### config.mk
export PLATFORM = sky130hd
export DESIGN_NAME = ecc_page_scheduler
export DESIGN_NICKNAME = d
export VERILOG_FILES = /design/src/rtl/ecc_page_scheduler.sv
export SDC_FILE = /design/constraint.sdc
export NUM_CORES = 1
export LEC_CHECK = 0
export ABC_AREA = 1
export CORE_MARGIN = 2
export CORE_UTILIZATION = 40
export CTS_BUF_LIST = sky130_fd_sc_hd__clkbuf_8
export DETAILED_ROUTE_END_ITERATION = 6
export MAX_ROUTING_LAYER = met4
export PLACE_DENSITY_LB_ADDON = 0.3
export REMOVE_ABC_BUFFERS = 1
export SYNTH_ARGS = -nofsm -noshare
export SYNTH_HDL_FRONTEND = slang
export SYNTH_SLANG_ARGS = --single-unit
### constraint.sdc
create_clock -name clk -period 1.5 [get_ports clk]
set_input_delay 0.3 -clock clk [delete_from_list [all_inputs] [get_ports clk]]
set_output_delay 0.3 -clock clk [all_outputs]
set_load 0.05 [all_outputs]
### src/rtl/ecc_page_scheduler.sv
// ecc_page_scheduler: arbitrates four page-read ports, streams each granted
// page out of SRAM as eight 16-bit half-words, and tracks the decoder output
// window (out_valid / out_port / dec_eop) of each page after its last read.
// Compile-time option: ECC_SCHED_RR_EN selects round-robin arbitration
// (priority starts after the last granted port); otherwise port 0 always wins.
module ecc_page_scheduler #(
  parameter int PAGE_W     = 11,
  parameter int GAP_CYCLES = 2
) (
  input  logic                  clk,
  input  logic                  rst,
  input  logic [3:0]            req,
  input  logic [4*PAGE_W-1:0]   req_page,
  input  logic [3:0]            req_last,
  output logic [3:0]            grant,
  output logic                  sram_rd_en,
  output logic [PAGE_W+2:0]     sram_rd_addr,
  input  logic [15:0]           sram_rd_data,
  input  logic [7:0]            ecc_rd_data,
  output logic [3:0]            dec_batch,
  output logic [15:0]           dec_data,
  output logic [7:0]            dec_ecc,
  output logic                  dec_eop,
  output logic [1:0]            out_port,
  output logic                  out_valid,
  output logic                  busy
);

  typedef enum logic [1:0] {
    S_IDLE  = 2'd0,
    S_ISSUE = 2'd1,
    S_GAP   = 2'd2
  } state_t;

  state_t            state_q, state_d;
  logic [2:0]        idx_q, idx_d;
  logic [3:0]        gap_q, gap_d;
  logic [PAGE_W-1:0] page_q, page_d;
  logic              last_q, last_d;
  logic [1:0]        owner_q, owner_d;
  logic [1:0]        rr_ptr_q, rr_ptr_d;

  // Output-window tracker: runs on its own so the next page can already be
  // issuing while the previous page's decoder output is still being reported.
  logic [3:0]        batch_q;
  logic [3:0]        ocnt_q;
  logic [1:0]        oport_q;
  logic              olast_q;

  logic              arb_point;
  logic              win_any;
  logic [1:0]        win_idx;
  logic [1:0]        cand;
  logic [PAGE_W-1:0] port_page [4];

  for (genvar gi = 0; gi < 4; gi++) begin : g_page
    assign port_page[gi] = req_page[gi*PAGE_W +: PAGE_W];
  end

  // Arbiter: pick the winning requester for the current cycle.
  always_comb begin
    win_any = 1'b0;
    win_idx = 2'd0;
    cand    = 2'd0;
`ifdef ECC_SCHED_RR_EN
    // Scan from the farthest offset down so the nearest port after the
    // pointer is the one left standing.
    for (int k = 3; k >= 0; k--) begin
      cand = rr_ptr_q + 2'(k);
      if (req[cand]) begin
        win_any = 1'b1;
        win_idx = cand;
      end
    end
`else
    for (int k = 3; k >= 0; k--) begin
      cand = 2'(k);
      if (req[cand]) begin
        win_any = 1'b1;
        win_idx = cand;
      end
    end
`endif
  end

  // Next-state logic and grant generation.
  always_comb begin
    state_d   = state_q;
    idx_d     = idx_q;
    gap_d     = gap_q;
    page_d    = page_q;
    last_d    = last_q;
    owner_d   = owner_q;
    rr_ptr_d  = rr_ptr_q;
    grant     = 4'b0000;
    arb_point = (state_q == S_IDLE) ||
                ((state_q == S_GAP) && (gap_q == 4'(GAP_CYCLES - 1)));

    case (state_q)
      S_ISSUE: begin
        idx_d = idx_q + 3'd1;
        if (idx_q == 3'd7) begin
          state_d = S_GAP;
          gap_d   = 4'd0;
        end
      end
      S_GAP: begin
        gap_d = gap_q + 4'd1;
        if (gap_q == 4'(GAP_CYCLES - 1)) begin
          state_d = S_IDLE;
        end
      end
      default: ;
    endcase

    // A grant is committed the moment it is given; the winner's page and
    // last flag are captured so later req changes cannot affect the page.
    if (arb_point && win_any && !rst) begin
      grant    = 4'b0001 << win_idx;
      state_d  = S_ISSUE;
      idx_d    = 3'd0;
      page_d   = port_page[win_idx];
      last_d   = req_last[win_idx];
      owner_d  = win_idx;
      rr_ptr_d = win_idx + 2'd1;
    end
  end

  // Scheduler state register.
  always_ff @(posedge clk) begin
    if (rst) begin
      state_q  <= S_IDLE;
      idx_q    <= 3'd0;
      gap_q    <= 4'd0;
      page_q   <= '0;
      last_q   <= 1'b0;
      owner_q  <= 2'd0;
      rr_ptr_q <= 2'd0;
    end else begin
      state_q  <= state_d;
      idx_q    <= idx_d;
      gap_q    <= gap_d;
      page_q   <= page_d;
      last_q   <= last_d;
      owner_q  <= owner_d;
      rr_ptr_q <= rr_ptr_d;
    end
  end

  // Decoder slice pipeline and output-window counter (1..10 after T).
  always_ff @(posedge clk) begin
    if (rst) begin
      batch_q <= 4'd8;
      ocnt_q  <= 4'd0;
      oport_q <= 2'd0;
      olast_q <= 1'b0;
    end else begin
      batch_q <= sram_rd_en ? {1'b0, idx_q} : 4'd8;
      if (batch_q == 4'd7) begin
        ocnt_q  <= 4'd1;
        oport_q <= owner_q;
        olast_q <= last_q;
      end else if (ocnt_q == 4'd10) begin
        ocnt_q <= 4'd0;
      end else if (ocnt_q != 4'd0) begin
        ocnt_q <= ocnt_q + 4'd1;
      end
    end
  end

  assign sram_rd_en   = (state_q == S_ISSUE) && !rst;
  assign sram_rd_addr = sram_rd_en ? {page_q, idx_q} : '0;
  assign dec_batch    = rst ? 4'd8 : batch_q;
  assign dec_data     = sram_rd_data;
  assign dec_ecc      = ecc_rd_data;
  assign out_valid    = !rst && (ocnt_q >= 4'd2) && (ocnt_q <= 4'd9);
  assign out_port     = rst ? 2'd0 : oport_q;
  assign dec_eop      = !rst && (ocnt_q == 4'd10) && olast_q;
  assign busy         = !rst && (state_q != S_IDLE);

endmodule

==> Word level (Yosys, flattened, before mapping) <==
Index checks and enable logic that the tools add are counted.
{ "word_totals": {"ff_bits": 34, "in_bits": 78, "output_inout_bits": 52} }
{ "classes": {"n_addsub": 3, "magnitude_cmp": 4, "eq_ne": 10, "shift": 1, "muxes": 27, "bitwise_logic": 2, "reduce_logical": 23} }
{ "ops": {"columns": ["cell", "n"], "rows": [
  ["binary-select mux 11 bit (select 2 bit)", 1],
  ["2-to-1 mux 11 bit", 2],
  ["2-to-1 mux 4 bit", 4],
  ["2-to-1 mux 14 bit", 1],
  ["2-to-1 mux 2 bit", 7],
  ["logical AND 1 bit", 9],
  ["2-to-1 mux 1 bit", 9],
  ["adder 4 x 1 -> 4 bit (second input constant)", 2],
  ["one-hot mux 4 bit (2 select lines)", 1],
  ["AND reduction 3 bit", 2],
  ["nonzero test 3 bit", 2],
  ["equality test 4 x 1 -> 1 bit (second input constant)", 1],
  ["equality test 4 x 3 -> 1 bit (second input constant)", 1],
  ["equality test 4 bit (second input constant)", 1],
  ["greater-or-equal comparator 4 x 2 -> 1 bit (second input constant)", 1],
  ["less-or-equal comparator 4 bit (second input constant)", 1],
  ["one-hot mux 2 bit (2 select lines)", 1],
  ["nonzero test 2 bit", 2],
  ["nonzero test 4 bit", 1],
  ["OR reduction 2 bit", 2],
  ["left shift 1 x 2 -> 4 bit (first input constant)", 1],
  ["adder 3 x 1 -> 3 bit (second input constant)", 1],
  ["equality test 3 bit (second input constant)", 1],
  ["greater-or-equal comparator 3 bit (second input constant)", 1],
  ["other kinds (15)", 15]
]} }

==> Depth between registers and ports, before layout <==
Gate-level depths: netlist (run 1).
{ "depth": {"word_depth": 8, "depth_mapped": 10} }

==> Worst setup path after synthesis (run 1) <==
OpenSTA, ideal clock, no wires.
{ "synth_timing": {"path_type": "register -> output", "startpoint": "register state_q[1]", "endpoint": "output port sram_rd_addr[10]", "arrival_ps": 2445, "t_required_ps": 1200, "setup_slack_ps": -1245, "path_stages_with_launch": 9, "n_path_buf": 2, "path_cell_list": "dfxtp_1 -> inv_1 -> ha_1 -> buf_2 -> inv_1 -> nor2_1 -> inv_2 -> buf_2 -> nor2_1"} }
{ "synth_via": {"elab_chain_len": 3} }
{ "synth_rtl": {"columns": ["item", "line_no", "text"], "rows": [
  ["start: declaration", "35", "state_t state_q, state_d;"],
  ["start signal: assignment", "140", "state_q <= state_d;"],
  ["equality test 2 x 1 -> 1 bit", "171", "assign sram_rd_en = (state_q == S_ISSUE) && !rst;"],
  ["logical AND 1 bit", "171", null],
  ["net sram_rd_en", "16", "output logic sram_rd_en,"],
  ["2-to-1 mux 14 bit", "172", "assign sram_rd_addr = sram_rd_en ? {page_q, idx_q} : '0;"],
  ["end: declaration", "17", "output logic [PAGE_W+2:0] sram_rd_addr,"]
]} }
The timed path passes the listed nets, and every way through them passes these cells.

==> Worst setup path in the final report (run 1) <==
{ "layout_timing": {"startpoint": "register state_q[0]", "endpoint": "output port grant[0]"} }
{ "layout_via": {"elab_chain_len": 6, "word_cells_on_any_way": 7} }
{ "layout_rtl": {"columns": ["item", "line_no", "text"], "rows": [
  ["equality test 2 bit", "97", "((state_q == S_GAP) && (gap_q == 4'(GAP_CYCLES - 1)));"],
  ["logical AND 1 bit", "97", null],
  ["logical OR 1 bit (*)", "96", "arb_point = (state_q == S_IDLE) ||"],
  ["logical AND 1 bit (*) (2 in a row)", "118", "if (arb_point && win_any && !rst) begin"],
  ["2-to-1 mux 4 bit (*)", "118", null],
  ["end: declaration", "15", "output logic [3:0] grant,"]
]} }
Mark *: on every way between the ends. The rest lies on a longest branch, timed or not.

==> results.json, run 1 <==
{
  "area_growth_pct": 71.5,
  "rsz0062_at_grt": "yes",
  "ys_warn_count": 0,
  "hold_class": "reg -> reg",
  "post_dp_cell_area_sq_um": 3530,
  "hold_buffers": 0,
  "hold_viol_final": 0,
  "skew_ns": 0.00471,
  "htreeDepth": 2,
  "min_period_ns": 1.90,
  "synth_top_area_share_pct": 29.2,
  "wl_mm": 7.61,
  "tightestPinTransition_ns": 0.342,
  "seq_area_sq_um": 696,
  "worstPathRequired_ns": 1.20,
  "num_vias": 2651,
  "grt.total_usage_pct": 25.0,
  "multi_input_comb_area_sq_um": 1460,
  "postSynth.asyncResetShare_pct": 0,
  "fin_util_pct": 71.9,
  "fill_cells": 441,
  "fin_area_sq_um": 4010,
  "cap_violations": 0,
  "yosysTopAreaCell": "dfxtp_1",
  "cts.sinks": 34,
  "io_pins": 130,
  "rows": 27,
  "timing.final.crit_share_pct": 127,
  "crit_type": "reg -> out",
  "netlist_area_sq_um": 2330,
  "path_max_fanout": 3,
  "vdd_drop_max_mv": 0.578,
  "synth_cell_types": 27,
  "numCtsBuffers": 5,
  "ys_seq_elements": 34,
  "gp_congestion": 0.884,
  "vias_per_cell": 5.06,
  "routedWlPerCell_um": 14.5,
  "yosysMostFrequentCell": "nand3_1",
  "die-area_sq_um": 6460,
  "initial_core_util_pct": 41.9,
  "fmax_mhz": 525,
  "grt_pass1_wl_mm": 11.9,
  "synth-edff-count": 0,
  "drt_iter0_markers": 113,
  "insertion_delay_ns": 0.29,
  "dpl.hpwl_mm": 5.65,
  "cts_tree": "built",
  "ys_seq_area_share_pct": 29.2,
  "die_w_um": 80.4,
  "clock-root-buffer": "clkbuf_8",
  "drc": 0,
  "synth_ff_type": "dfxtp_1",
  "ant_nets": 0,
  "drt_pass1_iterations": 4,
  "drv_slew": 0,
  "start_kind": "flop",
  "cp-end-kind": "output port",
  "fin_nets": 541,
  "clockBufferDepth": 2,
  "port_buffers": 81,
  "clkTransAtPathRegs_ns": 0.07,
  "synth_area_leaders": "dfxtp_1, nand3_1, nand2_1",
  "drive_above_1_share_pct": 33.4,
  "grt_max_degree": 25,
  "worstPathArrival_ns": 1.60,
  "p_leak_nw": 1.71,
  "outcome": "finished, violations left",
  "finalPower_mw": 4.18,
  "violations": "setup timing",
  "grt_overflow": 0,
  "core-area_sq_um": 5570,
  "fin_setup_tns_ns": -7.56,
  "synthCells": 351,
  "antenna_found_initial": 0,
  "die_y_um": 80.4,
  "pre_cts_ws_ns": -0.510,
  "synth_common_cells": "nand3_1, nand2_1, inv_1, nor2_1, dfxtp_1",
  "relSlewSlack_pct": 77.1,
  "power.density_nw_per_um2": 1040,
  "grt_pass1_vias": 2538,
  "fin_ws_ns": -0.404,
  "setup_viol": 22,
  "synth_area_per_cell_sq_um": 6.65,
  "antennaDiodeCount": 0
}
## sequential cells by signal, indices dropped and copies added (netlist names)
register and flops:
batch_q 4, gap_q 4, idx_q 3, last_q 1
ocnt_q 4, olast_q 1, oport_q 2, owner_q 2
page_q 11, state_q 2
## logic make-up after synthesis
family | share of synthesized area (%)
AND/OR/NAND/NOR | 40.0
buffers and inverters | 19.0
flip-flops | 29.2
AO/OA/AOI/OAI | 4.34
adder cells (fa/ha/maj) | 6.43
XOR/XNOR | 1.13
## final cells by class
class | count | share of cell area (%)
well taps | 72 | 2.25
clock inverters | 2 | 0.312
clock buffers | 6 | 2.06
flip-flops and latches | 34 | 17.4
inverters | 43 | 4.40
multi-input cells | 236 | 36.5
repair buffers | 130 | 36.9
repair inverters | 1 | 0.219
## layout by cell type (no fill, tap or decap), drive strengths merged, types with 2 or more instances in the layout
master | netlist | routed
inv | 43 | 43
dfxtp | 34 | 34
clkinv | 0 | 2
nor3 | 5 | 5
nand3 | 81 | 81
buf | 36 | 77
clkbuf | 2 | 6
xor2 | 2 | 2
clkdlybuf4s50 | 0 | 48
nand4 | 3 | 3
dlygate4sd2 | 0 | 5
ha | 12 | 12
nor2 | 40 | 40
o21ai | 7 | 7
a21oi | 9 | 9
nand2 | 71 | 71
## report_power, final
group,internal (mW),total [mW],switching [mW]
logic,1.02,2.26,1.24
registers,1.08,1.19,0.109
clock network,0.369,0.726,0.357
## stage by stage
| stage | hold slack, ns | cells |
|---|---|---|
| floorplan | 0.369 | 313 |
| global placement | 0.425 | 505 |
| detailed placement | 0.428 | 505 |
| CTS | 0.447 | 520 |
| global route | 0.468 | 524 |
| finish | 0.447 | 524 |
## metal layers
metal	up-vias	part of all wire [%]	routed length, um	global-route usage [%]
met3	19	11	815	11.2
li1	1307	-	-	-
met2	142	47	3570	40.2
met4	0	2.2	164	6.78
met5	-	0	0	-
met1	1183	40	3060	28.2
## path summary, 6_finish.rpt
check	depth (start not counted)	slack [ns]	end	from
setup / recovery	8	-0.40	grant[0]	state_q[0]
hold / removal	2	0.45	owner_q[1]	owner_q[1]
setup reg to reg	8	0.05	batch_q[1]	state_q[1]
hold reg to reg	2	0.45	owner_q[1]	owner_q[1]
## worst max-delay path: stages (launching register included)
cell     delay (ns)
dfxtp_2        0.34
inv_2          0.08
ha_2           0.18
inv_1          0.05
nand2_2        0.09
nand3_1        0.15
nor3_2         0.15
buf_4          0.15
buf_12         0.12
## timing repair
action | in CTS | in global routing
gates resized for setup | 79 | 19
hold endpoints to repair | 0 | 0
pin swaps | 12 | 12
setup buffers | 6 | 4
endpoints found under the setup margin | 29 | 36
gates cloned | 1 | 0
Note: power is estimated with default switching activity, not from simulation.
==> inputs of run 2 (changes only) <==
- CORE_UTILIZATION: 40 -> 36
- clock period: 1.5 -> 1.7 ns (I/O delays scaled with it)
==> results.json, run 2 (same netlist as run 1, synthesis figures left out) <==
{
  "outcome": "finished, violations left",
  "violations": "setup timing",
  "power.density_nw_per_um2": 914,
  "min_period_ns": 1.99,
  "cap_violations": 0,
  "drc": 0,
  "initial_core_util_pct": 37.0,
  "core-area_sq_um": 6310,
  "tightestPinTransition_ns": 0.431,
  "largest_reg_flops": 11,
  "antennaDiodeCount": 0,
  "clkTransAtPathRegs_ns": 0.07,
  "critPathSlowestCell": "clkdlybuf4s50_1",
  "clkPwrFrac_pct": 15.5,
  "fin_setup_tns_ns": -3.72,
  "vdd_drop_max_mv": 0.620,
  "port_buffers": 81,
  "min_to": "oport_q[1]",
  "clockBufferDepth": 2,
  "r2r_cells": 10,
  "path_max_fanout": 4,
  "worstPathRequired_ns": 1.36,
  "grt_pass1_vias": 2591,
  "crit_type": "in -> out",
  "timing.final.crit_share_pct": 117,
  "grt_pass1_wl_mm": 12.0,
  "grt.total_usage_pct": 21.8,
  "grt_overflow": 0,
  "mostFrequentLayoutCells": "nand3_1, nand2_1, clkdlybuf4s50_1",
  "insertion_delay_ns": 0.28,
  "start_kind": "primary input",
  "rows": 29,
  "hold_viol_final": 0,
  "skew_ns": 0.00454,
  "cpMostUsedCell": "nand2_2",
  "fin_ws_ns": -0.286,
  "antenna_found_initial": 0,
  "numPlacedInstances": 504,
  "whs_path_depth": 2,
  "rsz0062_at_grt": "yes",
  "hold_class": "reg -> reg",
  "die_w_um": 84.5,
  "p_sw_share_pct": 41.3,
  "grt_max_degree": 26,
  "die_y_um": 84.5,
  "seqPwrFrac_pct": 28.7,
  "die-area_sq_um": 7150,
  "hold_buffers": 0,
  "area_growth_pct": 72.2,
  "top_register": "page_q",
  "routedWlPerCell_um": 14.5,
  "clock-root-buffer": "clkbuf_8",
  "num_vias": 2619,
  "dpl.hpwl_mm": 5.55,
  "switchingPower_mw": 1.52,
  "cp-end-kind": "output port",
  "hp-start": "oport_q[1]",
  "p_int_mw": 2.16,
  "max_stage_delay_ns": 0.51,
  "wl_mm": 7.65,
  "worstPathArrival_ns": 1.65,
  "setup_viol": 20,
  "r2r-end": "gap_q[3]",
  "drt_iter0_markers": 94,
  "htreeDepth": 2,
  "ant_nets": 0,
  "worstPathCellList": "clkdlybuf4s50_1 > inv_2 > nand3_2 > nand2_2 > nor2_4 > nand2_2 > nor2_2 > buf_4 > buf_12",
  "cts_tree": "built",
  "layout_commonest_cell": "nand3_1",
  "crit-reg2reg-launch": "state_q[1]",
  "drv_slew": 0,
  "rrSetupSlack_ns": 0.18,
  "finalNonFillerCells": 528,
  "relSlewSlack_pct": 71.2,
  "fmax_mhz": 504,
  "cts.sinks": 34,
  "gp_congestion": 0.887,
  "vias_per_cell": 4.96,
  "io_pins": 130,
  "drive_above_1_share_pct": 33.0,
  "numCtsBuffers": 5,
  "fill_cells": 566,
  "drt_pass1_iterations": 4,
  "p_leak_nw": 1.71,
  "fin_nets": 541,
  "combPwrFrac_pct": 55.8
}
-- run 2: power by group through the flow --
| stage | combinational, mW | clock, mW | sequential (mW) |
|---|---|---|---|
| final | 2.05 | 0.569 | 1.05 |
| after global routing | 2.21 | 0.623 | 1.07 |
| after CTS | 1.91 | 0.588 | 1.05 |
| after detailed placement | 1.60 | 0 | 1.04 |
| after global placement | 1.57 | 0 | 1.04 |
| after floorplan | 0.827 | 0 | 1.03 |
-- run 2: worst max path at each step --
| stage | start | endpoint | slack [ns] | cells past startpoint |
|---|---|---|---|---|
| after detailed placement | req[0] | grant[3] | -0.38 | 8 |
| after global routing | state_q[0] | grant[2] | -0.35 | 10 |
| after floorplan | state_q[1] | sram_rd_addr[0] | -1.04 | 6 |
| after CTS | state_q[0] | grant[2] | -0.29 | 10 |
| after global placement | req[2] | grant[0] | -0.35 | 6 |
| final | req[1] | grant[2] | -0.29 | 9 |
-- run 2: layout make-up --
class | count | area, sq um | share of cell area (%)
Sequential cell | 34 | 693 | 17.2
Timing Repair Buffer | 130 | 1470 | 36.4
Clock buffer | 5 | 68.8 | 1.71
Inverter | 43 | 181 | 4.51
Tap cell | 77 | 96.3 | 2.40
Clock inverter | 2 | 10.0 | 0.249
Timing Repair inverter | 1 | 8.76 | 0.218
Multi-Input combinational cell | 236 | 1500 | 37.2
-- run 2: metal layers --
metal | vias up | share of wire (%) | track usage, %
met1 | 1178 | 41 | 24.1
li1 | 1301 | - | -
met2 | 130 | 48 | 36.0
met4 | 0 | 1.1 | 6.06
met5 | - | 0 | -
met3 | 10 | 9.9 | 9.14
-- run 2: stage by stage --
step / worst slack, ns / hold slack (ns) / util (%) / area [sq um] / power (mW)
after floorplan: -1.04 / 0.409 / - / 2050 / 1.85
after global placement: -0.352 / 0.434 / 55.3 / 3490 / 2.61
after detailed placement: -0.377 / 0.436 / 55.3 / 3490 / 2.64
after CTS: -0.292 / 0.452 / 62.1 / 3920 / 3.55
after global routing: -0.354 / 0.470 / 63.7 / 4020 / 3.90
final: -0.286 / 0.449 / 63.7 / 4020 / 3.68
-- run 2: timing repair --
action / 4_1_cts / 5_1_grt
gates cloned: 1 / 0
setup endpoints to repair: 27 / 23
gates resized for setup: 78 / 19
buffers inserted: 11 / 5
endpoints found under the hold margin: 0 / 0
pin swaps: 10 / 8
-- run 2: worst max-delay path: cells and delay by family --
family | cells | cell delay, ns
buffers and inverters | 4 | 0.82
and+or+nand+nor | 5 | 0.48
